[config.mk]
export PLATFORM = sky130hd
export DESIGN_NAME = ram_req_sched
export DESIGN_NICKNAME = d
export VERILOG_FILES = /design/src/rtl/ram_req_sched.sv
export SDC_FILE = /design/constraint.sdc
export NUM_CORES = 1
export LEC_CHECK = 0
export CORE_ASPECT_RATIO = 0.6
export CORE_MARGIN = 4
export CORE_UTILIZATION = 48
export CTS_CLUSTER_DIAMETER = 40
export DETAILED_ROUTE_END_ITERATION = 6
export DONT_BUFFER_PORTS = 1
export PLACE_DENSITY = 0.71
export SYNTH_ARGS = -nofsm -noshare
export SYNTH_HDL_FRONTEND = slang
export SYNTH_SLANG_ARGS = --single-unit
[constraint.sdc]
create_clock -name clk -period 9.65 [get_ports clk]
set_input_delay 1.93 -clock clk [delete_from_list [all_inputs] [get_ports clk]]
set_output_delay 1.93 -clock clk [all_outputs]
set_load 0.005 [all_outputs]
[src/rtl/ram_req_sched.sv]
// Request scheduler for a dual-read/single-write RAM: buffered writes, two latency-2 read channels.
// Define RAM_REQ_SCHED_WR_FWD_EN to forward buffered write data instead of stalling hazarding reads.
module ram_req_sched #(
   parameter int unsigned WBUF_DEPTH = 4,
   parameter int unsigned AW         = 18,
   parameter int unsigned DW         = 16
) (
   input  logic                        clk,
   input  logic                        reset,
   input  logic                        wr_req_valid,
   output logic                        wr_req_ready,
   input  logic [AW-1:0]               wr_req_addr,
   input  logic [DW-1:0]               wr_req_data,
   input  logic                        rd_a_valid,
   output logic                        rd_a_ready,
   input  logic [AW-1:0]               rd_a_addr,
   output logic                        rd_a_rsp_valid,
   output logic [DW-1:0]               rd_a_rsp_data,
   input  logic                        rd_b_valid,
   output logic                        rd_b_ready,
   input  logic [AW-1:0]               rd_b_addr,
   output logic                        rd_b_rsp_valid,
   output logic [DW-1:0]               rd_b_rsp_data,
   input  logic                        ram_hold,
   output logic                        ram_wr,
   output logic [AW-1:0]               ram_wr_addr,
   output logic [DW-1:0]               ram_d_in,
   output logic [AW-1:0]               ram_rd_addr_a,
   output logic [AW-1:0]               ram_rd_addr_b,
   input  logic [DW-1:0]               ram_d_out_a,
   input  logic [DW-1:0]               ram_d_out_b,
   output logic [$clog2(WBUF_DEPTH):0] wbuf_count
);
   localparam int unsigned PW = $clog2(WBUF_DEPTH);

   logic [AW-1:0]         mem_addr [WBUF_DEPTH];
   logic [DW-1:0]         mem_data [WBUF_DEPTH];
   logic [PW-1:0]         wr_ptr_q, rd_ptr_q;
   logic [PW:0]           count_q, count_d;
   logic                  full, push, pop;
   logic [WBUF_DEPTH-1:0] ent_valid;

   assign full         = (count_q == (PW+1)'(WBUF_DEPTH));
   assign wr_req_ready = !reset && !full;
   assign push         = wr_req_valid && wr_req_ready;
   assign ram_wr       = !reset && (count_q != '0) && !ram_hold;
   assign pop          = ram_wr;
   assign ram_wr_addr  = reset ? '0 : mem_addr[rd_ptr_q];
   assign ram_d_in     = reset ? '0 : mem_data[rd_ptr_q];
   assign wbuf_count   = count_q;
   assign count_d      = count_q + (PW+1)'(push) - (PW+1)'(pop);

   always_ff @(posedge clk or posedge reset) begin
      if (reset) begin
         wr_ptr_q <= '0;
         rd_ptr_q <= '0;
         count_q  <= '0;
      end else begin
         if (push) wr_ptr_q <= wr_ptr_q + 1'b1;
         if (pop)  rd_ptr_q <= rd_ptr_q + 1'b1;
         count_q <= count_d;
      end
   end

   always_ff @(posedge clk) begin
      if (push) begin
         mem_addr[wr_ptr_q] <= wr_req_addr;
         mem_data[wr_ptr_q] <= wr_req_data;
      end
   end

   // An entry is live when its distance from the head is below the occupancy.
   always_comb begin
      for (int i = 0; i < WBUF_DEPTH; i++) begin
         ent_valid[i] = ({1'b0, PW'(i) - rd_ptr_q} < count_q);
      end
   end

   logic [AW-1:0] rd_addr [2];
   logic [1:0]    rd_valid, rd_ready, hazard, accept;

   assign rd_addr[0] = rd_a_addr;
   assign rd_addr[1] = rd_b_addr;
   assign rd_valid   = {rd_b_valid, rd_a_valid};
   assign accept     = rd_valid & rd_ready;
   assign rd_a_ready = rd_ready[0];
   assign rd_b_ready = rd_ready[1];

   // The head being popped still counts: the RAM only commits it at this edge.
   always_comb begin
      for (int c = 0; c < 2; c++) begin
         hazard[c] = push && (wr_req_addr == rd_addr[c]);
         for (int i = 0; i < WBUF_DEPTH; i++) begin
            if (ent_valid[i] && (mem_addr[i] == rd_addr[c])) hazard[c] = 1'b1;
         end
      end
   end

   logic [DW-1:0] rsp_src [2];

`ifdef RAM_REQ_SCHED_WR_FWD_EN
   logic [DW-1:0] fwd_data [2];
   logic [DW-1:0] fwd_q    [2];
   logic [1:0]    fwd_hit_q;

   // Scan oldest to youngest so the last match wins; an incoming write beats all.
   always_comb begin
      for (int c = 0; c < 2; c++) begin
         fwd_data[c] = '0;
         for (int k = 0; k < WBUF_DEPTH; k++) begin
            if (((PW+1)'(k) < count_q) && (mem_addr[rd_ptr_q + PW'(k)] == rd_addr[c])) begin
               fwd_data[c] = mem_data[rd_ptr_q + PW'(k)];
            end
         end
         if (push && (wr_req_addr == rd_addr[c])) fwd_data[c] = wr_req_data;
      end
   end

   always_ff @(posedge clk or posedge reset) begin
      if (reset) begin
         fwd_hit_q <= '0;
         for (int c = 0; c < 2; c++) fwd_q[c] <= '0;
      end else begin
         fwd_hit_q <= accept & hazard;
         for (int c = 0; c < 2; c++) begin
            if (accept[c]) fwd_q[c] <= fwd_data[c];
         end
      end
   end
`endif

   always_comb begin
      rsp_src[0] = ram_d_out_a;
      rsp_src[1] = ram_d_out_b;
`ifdef RAM_REQ_SCHED_WR_FWD_EN
      rd_ready = reset ? 2'b00 : 2'b11;
      for (int c = 0; c < 2; c++) begin
         if (fwd_hit_q[c]) rsp_src[c] = fwd_q[c];
      end
`else
      rd_ready = reset ? 2'b00 : ~hazard;
`endif
   end

   logic [1:0]    stage_q, rsp_valid_q;
   logic [AW-1:0] rd_addr_q  [2];
   logic [DW-1:0] rsp_data_q [2];

   always_ff @(posedge clk or posedge reset) begin
      if (reset) begin
         stage_q     <= '0;
         rsp_valid_q <= '0;
         for (int c = 0; c < 2; c++) begin
            rd_addr_q[c]  <= '0;
            rsp_data_q[c] <= '0;
         end
      end else begin
         stage_q     <= accept;
         rsp_valid_q <= stage_q;
         for (int c = 0; c < 2; c++) begin
            if (accept[c])  rd_addr_q[c]  <= rd_addr[c];
            if (stage_q[c]) rsp_data_q[c] <= rsp_src[c];
         end
      end
   end

   assign ram_rd_addr_a  = rd_addr_q[0];
   assign ram_rd_addr_b  = rd_addr_q[1];
   assign rd_a_rsp_valid = rsp_valid_q[0];
   assign rd_b_rsp_valid = rsp_valid_q[1];
   assign rd_a_rsp_data  = rsp_data_q[0];
   assign rd_b_rsp_data  = rsp_data_q[1];

endmodule
==> reports/metrics.cfg <==
[power_and_ir_drop]
pwr-share-seq_pct = 42.7
switching_share_pct = 29.0
power.net_switching_w = 0.000825
power.leakage_nw = 4.14
intPower_w = 0.00202
peak_vdd_ir_v = 0.000136
fin_total_pwr_w = 0.00285
p_clk_share_pct = 35.2
cell_pwr_density_nw_per_um2 = 247
share_comb_of_total_power_pct = 22.1

[die]
chipWidth_um = 199
io_pins = 219
row_count = 41
die_y_um = 123
die_area_sq_um = 24400
starting_density_of_the_core_pct = 49.4
design.core.area_sq_um = 21300

[final_layout]
fillers = 1723
area_of_the_multi_input_gates_sq_um = 4120
layout.nets = 803
areaGrowthSynthToFinish_pct = 9.38
post_route_cells_drive_above_1_share_pct = 22.8
antenna_diodes = 0
layout.area.seq_sq_um = 6060

[grt]
grt_use_met2_pct = 33.6
grt.busiest_layer = met1
groute.layer.met3.usage_pct = 8.09
gr-usage-all-layers_pct = 23.8
vias_in_the_first_global_route = 6097
groute.layer.met1.usage_pct = 36.7
maximum_number_of_pins_on_one_net_before_global_route_repair = 74
grt_first_pass_wirelength_mm = 42.0
grt_overflow = 0
initial_antenna_violation_count = 0

[worst_setup_path]
regToRegSetupSlack_ns = 6.09
endpoint_class_of_the_critical_path = output pin
critical-path-max-stage-delay_ns = 0.67
path_class = in2out
number_of_buffer_and_inverter_stages_on_the_critical_path = 0
required_time_of_the_critical_path_ns = 7.72
startpoint_type = input pin
critical_path.reg2reg.startpoint = rd_ptr_q[0]
critical_path.slowest_cell = sky130_fd_sc_hd__nor4_1
arrival_ns = 3.55
crit_path_max_fanout = 6
critPathMostFrequentCell = sky130_fd_sc_hd__nor4_1
crit_path_cell_chain = xor2_1, nor4_1, nand4_1, nor4_1, or4_4, nor2_1
rr_worst_depth = 9
path_delay_family = simple AND/OR/NAND/NOR gates
worst_r2r_endpoint = ram_rd_addr_a[17]

[worst_hold_path]
path_class_of_the_lowest_slack_min_delay_path = reg2reg
timing.hold.worst_endpoint = ram_rd_addr_b[12]
hp-start = ram_rd_addr_b[12]
hold_depth = 1

[routing]
drcViolationCount = 0
route.vias.total = 5869
detail_route.wirelength_mm = 29.5
drtPass1Iterations = 5
routed_via_density = 5.98
routedWlPerCell_um = 30.0
detail-route-antenna-nets = 0
drt_first_iter_violations = 424

[clock_network]
insertion_delay_ns = 0.52
clockBufferDepth = 3
htree_levels = 1
clock_sink_count = 215
tritoncts.num_buffers = 27
cts_resized = 0
cell_at_the_root_of_the_clock_tree = sky130_fd_sc_hd__clkbuf_16
cts.reportedPaths.clkPinSlew_ns = 0.05
postCtsHoldBufs = 0
cts_tree = done
postCtsSetupBuffers = 0

[placed_design]
dp_worst_setup_slack_ns = 4.28
globalplace.congestion = 0.996
dpl.hpwl_mm = 21.8
buffer_ports.inserted = 0

[timing]
setup_ws_post_layout_ns = 4.17
final.min_clock_period_ns = 5.48
grt_setup_unrepaired = no
relSlewSlack_pct = 22.5
max_freq_mhz = 182
post_route_setup_tns_ns = 0
skew_ns = 0.0145
finalHoldViolations = 0
final_setup_violation_count = 0
hold-worst-slack_ns = 0.533
max_slew.worst_pin.slew_ns = 1.16
finalMaxSlewViolations = 0
finalCritPeriodShare_pct = 56.8

[synthesis]
synth_cell_types = 34
synth_enable_flop_cells = 136
synth_fp_nets = 823
yosys.area.top_type = sky130_fd_sc_hd__edfxtp_1
synth-async-reset-ratio_pct = 36.7
yosysWarnings = 0
postSynthRegisterBits = 215
ys_dominant_reg_cell = sky130_fd_sc_hd__edfxtp_1
yosysSeqAreaShare_pct = 57.6
syn-instance-count = 704
synth.top_cell.area_share_pct = 38.8
post_synth_instance_area_sq_um = 10500
yosys-top-cells-area = sky130_fd_sc_hd__edfxtp_1 39%, sky130_fd_sc_hd__dfrtp_1 19%, sky130_fd_sc_hd__xor2_1 10%
syn-mean-instance-area_sq_um = 14.9

[run_status]
outcome = complete, no violations

[run]
max-cap-violations = 0

==> cells by family after synthesis <==
group	after synthesis	synth area share (%)
fa+ha+maj	11	1.38
buf+inv	65	3.28
compound gates	16	0.999
simple gates	109	6.35
flops	215	57.6
mux	102	14.9
xor+xnor	186	15.5
==> cells in the final DEF (no fill, tap or decap), types with 9 or more instances in the layout <==
| cell type | synthesis | layout |
|---|---|---|
| sky130_fd_sc_hd__inv_1 | 11 | 10 |
| sky130_fd_sc_hd__nor4_1 | 33 | 33 |
| sky130_fd_sc_hd__and2_1 | 38 | 34 |
| sky130_fd_sc_hd__ha_1 | 10 | 10 |
| sky130_fd_sc_hd__xnor2_1 | 60 | 60 |
| sky130_fd_sc_hd__mux4_2 | 34 | 34 |
| sky130_fd_sc_hd__mux2_4 | 9 | 9 |
| sky130_fd_sc_hd__nand4_1 | 18 | 18 |
| sky130_fd_sc_hd__edfxtp_1 | 136 | 136 |
| sky130_fd_sc_hd__mux2_2 | 59 | 59 |
| sky130_fd_sc_hd__xor2_1 | 126 | 126 |
| sky130_fd_sc_hd__clkbuf_16 | 0 | 27 |
| sky130_fd_sc_hd__dfrtp_1 | 79 | 77 |
==> registers in the layout, indices dropped and copies added, names as in the netlist <==
register	count
mem_addr	72
mem_data	64
ram_rd_addr_a	18
ram_rd_addr_b	18
rd_a_rsp_data	16
rd_b_rsp_data	16
rd_ptr_q	2
rsp_valid_q	2
stage_q	2
wbuf_count	3
wr_ptr_q	2
==> power by group through the flow <==
stage | Clock (W) | Combinational [W] | Sequential [W]
after detailed placement | 0 | 0.000634 | 0.00123
final | 0.00100 | 0.000629 | 0.00122
after CTS | 0.00102 | 0.000638 | 0.00122
after global placement | 0 | 0.000623 | 0.00123
after global routing | 0.00106 | 0.000680 | 0.00123
after floorplan | 0 | 0.000499 | 0.00119
==> how the worst max path moves through the flow <==
stage | start | end | slack [ns] | cells past startpoint
floorplan | reset | ram_d_in[10] | 2.87 | 3
global placement | rd_b_addr[9] | rd_b_ready | 4.25 | 6
detailed placement | rd_a_addr[0] | rd_a_ready | 4.28 | 6
CTS | reset | ram_wr_addr[11] | 4.28 | 3
global route | reset | ram_wr_addr[14] | 4.10 | 3
finish | rd_a_addr[2] | rd_a_ready | 4.17 | 6
==> synthesized netlist by cell type, drive strengths merged (10+ instances only) <==
cell type / count
buf: 45
nor4: 33
mux2: 68
inv: 11
dfrtp: 79
nand4: 18
xnor2: 60
ha: 10
edfxtp: 136
and2: 38
xor2: 126
mux4: 34
==> per-stage QoR <==
stage / area, sq um / utilization (%) / cells
global placement: 10600 / 49.8 / 934
global route: 11500 / 54.0 / 982
finish: 11500 / 54.0 / 982
detailed placement: 10600 / 49.8 / 934
floorplan: 10500 / - / 704
CTS: 11500 / 54.0 / 982
==> layer usage <==
layer / part of all wire (%) / up-vias
met5: 0 / -
met4: 1.1 / 0
met3: 11 / 28
met2: 42 / 291
met1: 47 / 3046
li1: - / 2504
==> cell type report <==
type	count	area share [%]
clock inverters	15	1.45
well taps	279	3.03
inverters	11	0.381
repair buffers	5	0.326
flip-flops and latches	215	52.7
multi-input cells	424	35.8
clock buffers	33	6.33
==> worst register-to-register path, stage by stage, from the launching register on <==
cell                        delay, ns
sky130_fd_sc_hd__dfrtp_2         0.37
sky130_fd_sc_hd__buf_4           0.64
sky130_fd_sc_hd__nand2b_1        0.24
sky130_fd_sc_hd__a21oi_1         0.13
sky130_fd_sc_hd__o2111ai_1       0.21
sky130_fd_sc_hd__nor4_1          0.07
sky130_fd_sc_hd__or4_4           0.55
sky130_fd_sc_hd__nor3_4          0.49
sky130_fd_sc_hd__buf_4           0.36
sky130_fd_sc_hd__mux2_2          0.38
Power figures use the tool's default switching activity.
